`src/rtl/hazard_ctrl_if.sv`:
```
// hazard_ctrl_if: decode/EX hazard signals between the pipeline and the hazard controller
interface hazard_ctrl_if #(
    parameter int RA_BITS  = 5,
    parameter int CNT_BITS = 16
);
    logic [RA_BITS-1:0]  D_ra;
    logic [RA_BITS-1:0]  D_rb;
    logic [RA_BITS-1:0]  D_rd;
    logic                D_we;
    logic                D_ld;
    logic                EX_taken;
    logic                F_stall;
    logic                D_stall;
    logic                D_flush;
    logic                EX_bubble;
    logic [1:0]          EX_fwd_a;
    logic [1:0]          EX_fwd_b;
    logic [CNT_BITS-1:0] stall_cnt;
    logic [CNT_BITS-1:0] flush_cnt;
    modport master (
        output D_ra, D_rb, D_rd, D_we, D_ld, EX_taken,
        input  F_stall, D_stall, D_flush, EX_bubble, EX_fwd_a, EX_fwd_b, stall_cnt, flush_cnt
    );
    modport slave (
        input  D_ra, D_rb, D_rd, D_we, D_ld, EX_taken,
        output F_stall, D_stall, D_flush, EX_bubble, EX_fwd_a, EX_fwd_b, stall_cnt, flush_cnt
    );
endinterface

```
`src/rtl/hazard_ctrl.sv`:
```
// hazard_ctrl: load-use stall, branch flush, EX forwarding selects and event counters
module hazard_ctrl #(
    parameter int XLEN            = 32,
    parameter int RA_BITS         = 5,
    parameter int CNT_BITS        = 16,
    parameter int ZERO_REG_EXEMPT = 1
) (
    input logic         clk,
    input logic         rst,
    hazard_ctrl_if.slave bus
);
    typedef struct packed {
        logic               v;
        logic               we;
        logic               ld;
        logic [RA_BITS-1:0] rd;
    } sh_t;

    sh_t        sh_ex, sh_mem;
    logic       lu;
    logic [1:0] fa, fb;

    function automatic logic match(input logic [RA_BITS-1:0] x, input sh_t e);
        return e.v & e.we & (e.rd == x) & !(ZERO_REG_EXEMPT != 0 && e.rd == '0);
    endfunction

    // hazard detection and next forwarding selects; MEM-stage ALU result has priority
    always_comb begin
        lu = sh_ex.ld & (match(bus.D_ra, sh_ex) | match(bus.D_rb, sh_ex));
        fa = (match(bus.D_ra, sh_ex) & !sh_ex.ld) ? 2'b01 : match(bus.D_ra, sh_mem) ? 2'b10 : 2'b00;
        fb = (match(bus.D_rb, sh_ex) & !sh_ex.ld) ? 2'b01 : match(bus.D_rb, sh_mem) ? 2'b10 : 2'b00;
    end

    assign bus.D_flush   = !rst & bus.EX_taken;
    assign bus.F_stall   = !rst & !bus.EX_taken & lu;
    assign bus.D_stall   = bus.F_stall;
    assign bus.EX_bubble = bus.D_flush | bus.F_stall;

    // shadow pipe shift, registered forward selects and saturating event counters
    always_ff @(posedge clk) begin
        if (rst) begin
            sh_ex         <= '0;
            sh_mem        <= '0;
            bus.EX_fwd_a  <= 2'b00;
            bus.EX_fwd_b  <= 2'b00;
            bus.stall_cnt <= '0;
            bus.flush_cnt <= '0;
        end else begin
            sh_mem       <= sh_ex;
            sh_ex        <= bus.EX_bubble ? sh_t'('0) : sh_t'{v: 1'b1, we: bus.D_we, ld: bus.D_ld, rd: bus.D_rd};
            bus.EX_fwd_a <= bus.EX_bubble ? 2'b00 : fa;
            bus.EX_fwd_b <= bus.EX_bubble ? 2'b00 : fb;
            if (bus.F_stall && !(&bus.stall_cnt))
                bus.stall_cnt <= bus.stall_cnt + 1'b1;
            if (bus.D_flush && !(&bus.flush_cnt))
                bus.flush_cnt <= bus.flush_cnt + 1'b1;
        end
    end
endmodule

```
`src/flat_wrapper.sv`:
```
// flat-port wrapper written by rule: the top's interface ports become plain ports
module hazard_ctrl_flat 
#(
    parameter int XLEN            = 32,
    parameter int RA_BITS         = 5,
    parameter int CNT_BITS        = 16,
    parameter int ZERO_REG_EXEMPT = 1
)
  (clk, rst, bus_D_ra, bus_D_rb, bus_D_rd, bus_D_we, bus_D_ld, bus_EX_taken, bus_F_stall, bus_D_stall, bus_D_flush, bus_EX_bubble, bus_EX_fwd_a, bus_EX_fwd_b, bus_stall_cnt, bus_flush_cnt);
  hazard_ctrl_if #(.RA_BITS(RA_BITS), .CNT_BITS(CNT_BITS)) bus_i ();
  input logic clk;
  input logic rst;
  input wire logic [$bits(bus_i.D_ra)-1:0] bus_D_ra;
  input wire logic [$bits(bus_i.D_rb)-1:0] bus_D_rb;
  input wire logic [$bits(bus_i.D_rd)-1:0] bus_D_rd;
  input wire logic [$bits(bus_i.D_we)-1:0] bus_D_we;
  input wire logic [$bits(bus_i.D_ld)-1:0] bus_D_ld;
  input wire logic [$bits(bus_i.EX_taken)-1:0] bus_EX_taken;
  output wire logic [$bits(bus_i.F_stall)-1:0] bus_F_stall;
  output wire logic [$bits(bus_i.D_stall)-1:0] bus_D_stall;
  output wire logic [$bits(bus_i.D_flush)-1:0] bus_D_flush;
  output wire logic [$bits(bus_i.EX_bubble)-1:0] bus_EX_bubble;
  output wire logic [$bits(bus_i.EX_fwd_a)-1:0] bus_EX_fwd_a;
  output wire logic [$bits(bus_i.EX_fwd_b)-1:0] bus_EX_fwd_b;
  output wire logic [$bits(bus_i.stall_cnt)-1:0] bus_stall_cnt;
  output wire logic [$bits(bus_i.flush_cnt)-1:0] bus_flush_cnt;
  assign bus_i.D_ra = bus_D_ra;
  assign bus_i.D_rb = bus_D_rb;
  assign bus_i.D_rd = bus_D_rd;
  assign bus_i.D_we = bus_D_we;
  assign bus_i.D_ld = bus_D_ld;
  assign bus_i.EX_taken = bus_EX_taken;
  assign bus_F_stall = bus_i.F_stall;
  assign bus_D_stall = bus_i.D_stall;
  assign bus_D_flush = bus_i.D_flush;
  assign bus_EX_bubble = bus_i.EX_bubble;
  assign bus_EX_fwd_a = bus_i.EX_fwd_a;
  assign bus_EX_fwd_b = bus_i.EX_fwd_b;
  assign bus_stall_cnt = bus_i.stall_cnt;
  assign bus_flush_cnt = bus_i.flush_cnt;
  hazard_ctrl #(.XLEN(XLEN), .RA_BITS(RA_BITS), .CNT_BITS(CNT_BITS), .ZERO_REG_EXEMPT(ZERO_REG_EXEMPT)) u_core (.clk(clk), .rst(rst), .bus(bus_i));
endmodule
```
`config.mk`:
```
export PLATFORM = sky130hd
export DESIGN_NAME = hazard_ctrl_flat
export DESIGN_NICKNAME = d
export VERILOG_FILES = /design/src/rtl/hazard_ctrl_if.sv /design/src/rtl/hazard_ctrl.sv /design/src/flat_wrapper.sv
export SDC_FILE = /design/constraint.sdc
export NUM_CORES = 1
export LEC_CHECK = 0
export CAP_MARGIN = 5
export CORE_ASPECT_RATIO = 1.25
export CORE_MARGIN = 1
export CORE_UTILIZATION = 45
export CTS_CLUSTER_DIAMETER = 40
export DETAILED_ROUTE_END_ITERATION = 16
export GPL_ROUTABILITY_DRIVEN = 0
export PLACE_DENSITY_LB_ADDON = 0.25
export SLEW_MARGIN = 20
export SYNTH_ARGS = -nofsm -noshare
export SYNTH_HDL_FRONTEND = slang
export SYNTH_SLANG_ARGS = --single-unit
```
`constraint.sdc`:
```
create_clock -name clk -period 6.69 [get_ports clk]
set_input_delay 1.6725 -clock clk [delete_from_list [all_inputs] [get_ports clk]]
set_output_delay 1.6725 -clock clk [all_outputs]
set_load 0.01 [all_outputs]
```
# [After elaboration in Yosys (flattened, before gate mapping)]
# Index checks and enable logic that the tools add are counted.
[op_classes] addsub=2 eq_ne=4 mux=5 bitwise_logic=18 reduce_logical=16
[op_table] op="adder 16 x 1 -> 16 bit, second input constant" count=2
[op_table] op="AND reduction 16 bit" count=2
[op_table] op="equality test 5 bit" count=4
[op_table] op="bitwise AND 1 bit" count=16
[op_table] op="zero test 5 bit" count=2
[op_table] op="2-to-1 mux 8 bit" count=1
[op_table] op="zero test 1 bit" count=7
[op_table] op="OR reduction 3 bit" count=2
[op_table] op="2-to-1 mux 2 bit" count=2
[op_table] op="logical AND 1 bit" count=2
[op_table] op="2-to-1 mux 1 bit" count=2
[op_table] op="OR 1 bit" count=2
[op_table] op="OR reduction 2 bit" count=1
[word_totals] reg_bits=51 input_bits=20 out_inout_bits=40

# [Logic depth before layout (Yosys ltp)]
[logic_depth] depth_word=8 depth_mapped=8 mapped_depth_nobuf=6

# [Least setup slack after synthesis]
# OpenSTA, ideal clock, no wires.
[synth_timing] kind="input-to-output" from="input port bus_D_ra[4]" to="output port bus_EX_bubble" t_arrival_ns=2.953 t_required_ns=5.017 slack_ns=2.064 stages=5 path_buffers=0 path_cell_list="xor2_1 nor3_1 a22oi_1 nor3_1 or2_2"
[synth_via] elab_chain_cells=7
[synth_rtl] item="start: declaration" line_no="flat_wrapper.sv:13" rtl="input wire logic [$bits(bus_i.D_ra)-1:0] bus_D_ra;"
[synth_rtl] item="equality test 5 bit" line_no="hazard_ctrl.sv:24" rtl="return e.v & e.we & (e.rd == x) & !(ZERO_REG_EXEMPT != 0 && e.rd == '0);"
[synth_rtl] item="bitwise AND 1 bit (2 in series)" line_no="hazard_ctrl.sv:24"
[synth_rtl] item="OR 1 bit" line_no="hazard_ctrl.sv:29" rtl="lu = sh_ex.ld & (match(bus.D_ra, sh_ex) | match(bus.D_rb, sh_ex));"
[synth_rtl] item="bitwise AND 1 bit" line_no="hazard_ctrl.sv:29"
[synth_rtl] item="bitwise AND 1 bit" line_no="hazard_ctrl.sv:35" rtl="assign bus.F_stall = !rst & !bus.EX_taken & lu;"
[synth_rtl] item="named net bus_D_stall" line_no="flat_wrapper.sv:20" rtl="output wire logic [$bits(bus_i.D_stall)-1:0] bus_D_stall;"
[synth_rtl] item="OR 1 bit" line_no="hazard_ctrl.sv:37" rtl="assign bus.EX_bubble = bus.D_flush | bus.F_stall;"
[synth_rtl] item="end: declaration" line_no="flat_wrapper.sv:22" rtl="output wire logic [$bits(bus_i.EX_bubble)-1:0] bus_EX_bubble;"
# The timed path passes the listed nets, and every way through them passes these cells.

# [Worst setup path after layout]
[layout_timing] from="input port bus_D_rb[4]" to="output port bus_EX_bubble"
[layout_via] elab_chain_cells=7
[layout_rtl] item="start: declaration" line_no="flat_wrapper.sv:14" rtl="input wire logic [$bits(bus_i.D_rb)-1:0] bus_D_rb;"
[layout_rtl] item="equality test 5 bit" line_no="hazard_ctrl.sv:24"
[layout_rtl] item="bitwise AND 1 bit (2 in series)" line_no="hazard_ctrl.sv:24"
[layout_rtl] item="OR 1 bit" line_no="hazard_ctrl.sv:29"
[layout_rtl] item="bitwise AND 1 bit" line_no="hazard_ctrl.sv:29"
[layout_rtl] item="bitwise AND 1 bit" line_no="hazard_ctrl.sv:35"
[layout_rtl] item="OR 1 bit" line_no="hazard_ctrl.sv:37"
# No other way between the ends.

==> qor.txt <==
CRITICAL PATH
-----------------------------------------------------------------------------------------
Cell family contributing the most delay on the critical path ............... buffers and inverters
Type of the worst setup path ...............................................    in -> out
Count of buffering cells on the critical path with inverters included ......            2
Required time of the critical path .........................................      5.02 ns
Endpoint class of the critical path ........................................ primary output
Cells traversed along the worst timing path ................................ clkdlybuf4s50_1, xor2_1, nor3_1, a22oi_1, nor3_1, or2_2, clkdlybuf4s50_1
Startpoint class of the critical path ......................................    input pin
Master of the slowest instance on the critical path ........................ sky130_fd_sc_hd__clkdlybuf4s50_1
CP Max Fanout ..............................................................            6
Slowest stage delay, CP ....................................................      0.52 ns
Worst endpoint data arrival time ...........................................      4.03 ns

LOGIC SYNTHESIS
-----------------------------------------------------------------------------------------
Fraction of the yosys area taken by sequential cells .......................        41.1%
Number of standard cells after synthesis ...................................          284
Cell area after synthesis .................................................. 0.00248 sq mm
Top cell types by occurrence after synthesis ............................... 51 x sky130_fd_sc_hd__dfxtp_1, 22 x sky130_fd_sc_hd__a21oi_1, 19 x sky130_fd_sc_hd__nor2_1, 19 x sky130_fd_sc_hd__xor2_1, 14 x sky130_fd_sc_hd__nand3_1
Synthesized area per cell ..................................................   8.75 sq um
Commonest register cell after synthesis .................................... sky130_fd_sc_hd__dfxtp_1
Netlist cell types .........................................................           44
Fraction of post-synthesis cell area in the top cell type by area ..........        41.1%
YS warnings ................................................................            0
Top-count cell post-synth .................................................. sky130_fd_sc_hd__dfxtp_1
EDFF count, synth ..........................................................            0
FF+latch count, synth ......................................................           51
Top post-synthesis cells by area ........................................... sky130_fd_sc_hd__dfxtp_1 41%, sky130_fd_sc_hd__xor2_1 6.7%, sky130_fd_sc_hd__a21oi_1 4.4%
Leading area contributor after synthesis ................................... sky130_fd_sc_hd__dfxtp_1
Proportion of register bits with asynchronous set or reset after synthesis .           0%
Synthesized net count ......................................................          306

POWER AND IR DROP
-----------------------------------------------------------------------------------------
Clock network power share ..................................................        36.6%
Relative contribution of sequential cells to total power ...................        55.4%
Peak supply drop ...........................................................     0.110 mV
Net switching power ........................................................     0.122 mW
Internal Dissipation .......................................................     0.441 mW
Switching part of the total ................................................        21.7%
Combinational share of power ...............................................         7.9%
Areal power density over the cells .........................................  176 mW/mm^2
LEAKAGE ....................................................................      1.09 nW
PnR Total Power ............................................................     0.564 mW

PLACED DESIGN
-----------------------------------------------------------------------------------------
Half-perimeter wire length of the detailed placement result ................      4130 um
IO buf count ...............................................................           59
DP Worst Slack .............................................................     0.994 ns
DP Cell Count ..............................................................          394

DETAILED ROUTING
-----------------------------------------------------------------------------------------
DRT antenna net count ......................................................            0
DR iter-0 viols ............................................................          120
Avg Vias per Cell ..........................................................         5.68
DRC violations left ........................................................            0
TritonRoute pass-1 iters ...................................................            4
Per-cell routed wire length ................................................      14.0 um
Vias after detailed routing ................................................         2277
Routed wire length .........................................................      5620 um

STA
-----------------------------------------------------------------------------------------
Post-route setup slack .....................................................     0.987 ns
Final count of pins violating max slew .....................................            0
Slew at the pin with the worst max-slew slack ..............................     0.958 ns
Worst setup skew after layout ..............................................   0.00489 ns
Final Hold Vio Count .......................................................            0
Shortest period the worst path allows ......................................      5.70 ns
Max-slew headroom ..........................................................        36.1%
Setup repair after global routing missed its margin ........................           no
Accumulated negative setup slack ...........................................         0 ns
Crit share post-route ......................................................        85.2%
Number of endpoints failing setup at the final stage .......................            0
Achievable clock frequency .................................................      175 MHz

LAYOUT
-----------------------------------------------------------------------------------------
Multi-input combinational cell area ........................................ 0.00136 sq mm
Area occupied by registers ................................................. 0.00102 sq mm
Final core utilization .....................................................        61.6%
Number of fill cells in the layout .........................................          490
Number of diodes added for antenna fixing ..................................            0
Area added between synthesis and finish ....................................        28.6%
Final Net Count ............................................................          361
Fraction of layout cells with a size suffix above 1 ........................        4.72%
Number of cells in the finished layout apart from fillers ..................          401

CLOCKING
-----------------------------------------------------------------------------------------
TritonCTS clock tree .......................................................          yes
Hold buffers post-CTS ......................................................            0
Number of CTS-inserted buffers .............................................            5
PostCTS Resize Cnt .........................................................            0
Count of buffers added by post-CTS timing repair for setup .................            0
Count of H-tree levels built during CTS ....................................            2
Clock Tree Root ............................................................ sky130_fd_sc_hd__clkbuf_8
Clock insertion delay at the later pin of the skew report ..................      0.30 ns
Clock sink total ...........................................................           51
Number of buffers between clock root and the deepest sink ..................            2
Clock-pin slew on the worst setup and hold paths ...........................      0.09 ns

GRT
-----------------------------------------------------------------------------------------
Global-route wire length before repair .....................................      9320 um
Grt total ovfl .............................................................            0
Total track usage ..........................................................        20.7%
Maximum number of pins on one net before global-route repair ...............           46
Via count of the first global-routing pass .................................         2125
Number of antenna violations at the first check in global routing ..........            0

FLOORPLAN
-----------------------------------------------------------------------------------------
Die Footprint .............................................................. 0.00583 sq mm
X dimension of the die .....................................................      68.5 um
Placeable Area ............................................................. 0.00519 sq mm
Initial cell density of the core ...........................................        47.9%
Rows .......................................................................           29
Die height .................................................................      85.1 um
Ports placed on the boundary ...............................................           60

WORST HOLD PATH
-----------------------------------------------------------------------------------------
Class of the worst hold path ...............................................   reg -> reg

STATUS
-----------------------------------------------------------------------------------------
Result of the run ..........................................................    completed

RUN
-----------------------------------------------------------------------------------------
Max capacitance violation total ............................................            0

flip-flops by register name (all words and copies together) (netlist names):
register / cells
u_core.bus.flush_cnt: 16
u_core.sh_mem: 7
u_core.bus.EX_fwd_b: 2
u_core.sh_ex: 8
u_core.bus.stall_cnt: 16
u_core.bus.EX_fwd_a: 2
cells by family after synthesis:
logic type	after synthesis	share of synthesized area (%)
and+or+nand+nor	125	29.2
buffers and inverters	21	4.08
DFF	51	41.1
adders and majority gates	2	1.01
xor gates and xnor gates	30	10.6
muxes	3	1.31
AOI/OAI and AO/OA	52	12.8
metal layers:
| layer | wire [um] | vias to the layer above | GRT usage, % |
|---|---|---|---|
| li1 | - | 1143 | - |
| met1 | 2450 | 1064 | 25.6 |
| met2 | 2850 | 64 | 34.8 |
| met3 | 267 | 6 | 4.44 |
| met4 | 57 | 0 | 6.25 |
| met5 | 0 | - | 0 |
worst paths after layout:
check                                                           from                                     to  slack (ns)  cells past startpoint
worst min-delay path                      u_core.sh_ex[5]$_SDFF_PP0_      u_core.bus.EX_fwd_a[0]$_SDFF_PP0_        0.49                      1
worst max-delay path                                     bus_D_rb[4]                          bus_EX_bubble        0.99                      7
worst min register to register            u_core.sh_ex[5]$_SDFF_PP0_      u_core.bus.EX_fwd_a[0]$_SDFF_PP0_        0.49                      1
worst max register to register  u_core.bus.stall_cnt[0]$_SDFFE_PP0P_  u_core.bus.stall_cnt[13]$_SDFFE_PP0P_        4.22                      6
cell type report:
type                    instances  share of cell area (%)
well taps                      62                    2.43
clock inverters                 1                   0.940
multi-input cells             212                    42.6
clock buffers                   6                    2.27
inverters                       9                    1.06
repair buffers                 60                    18.7
flip-flops and latches         51                    31.9
metrics by stage:
step	area [sq um]	hold slack, ns
final	3200	0.489
after global placement	3090	0.464
after CTS	3200	0.483
after global routing	3200	0.501
after detailed placement	3090	0.464
after floorplan	2480	0.434
power by group through the flow:
| stage | Sequential, mW | Combinational, mW | Clock, mW |
|---|---|---|---|
| floorplan | 0.319 | 0.0238 | 0 |
| global placement | 0.319 | 0.0439 | 0 |
| detailed placement | 0.320 | 0.0451 | 0 |
| CTS | 0.313 | 0.0453 | 0.211 |
| global route | 0.313 | 0.0495 | 0.224 |
| finish | 0.313 | 0.0448 | 0.206 |
cell usage in the layout, fill, tap and decap left out, types with 2 or more instances in the layout:
master,n
sky130_fd_sc_hd__o21ai_0,12
sky130_fd_sc_hd__nor2b_1,11
sky130_fd_sc_hd__nand3_1,14
sky130_fd_sc_hd__o2111ai_1,2
sky130_fd_sc_hd__nor3_1,6
sky130_fd_sc_hd__nor4_1,6
sky130_fd_sc_hd__inv_1,9
sky130_fd_sc_hd__dfxtp_1,51
sky130_fd_sc_hd__a21oi_1,22
sky130_fd_sc_hd__clkdlybuf4s50_1,59
sky130_fd_sc_hd__o31ai_1,8
sky130_fd_sc_hd__or4_1,13
sky130_fd_sc_hd__clkbuf_8,5
sky130_fd_sc_hd__nand2_1,11
sky130_fd_sc_hd__and3_1,13
sky130_fd_sc_hd__nand4_1,9
sky130_fd_sc_hd__xor2_1,19
sky130_fd_sc_hd__and4_1,2
sky130_fd_sc_hd__a211oi_1,2
sky130_fd_sc_hd__xnor2_1,11
sky130_fd_sc_hd__or2_2,4
sky130_fd_sc_hd__or3_1,9
sky130_fd_sc_hd__ha_1,2
sky130_fd_sc_hd__nor2_1,19
No activity file was read; power rests on OpenSTA's default activity.
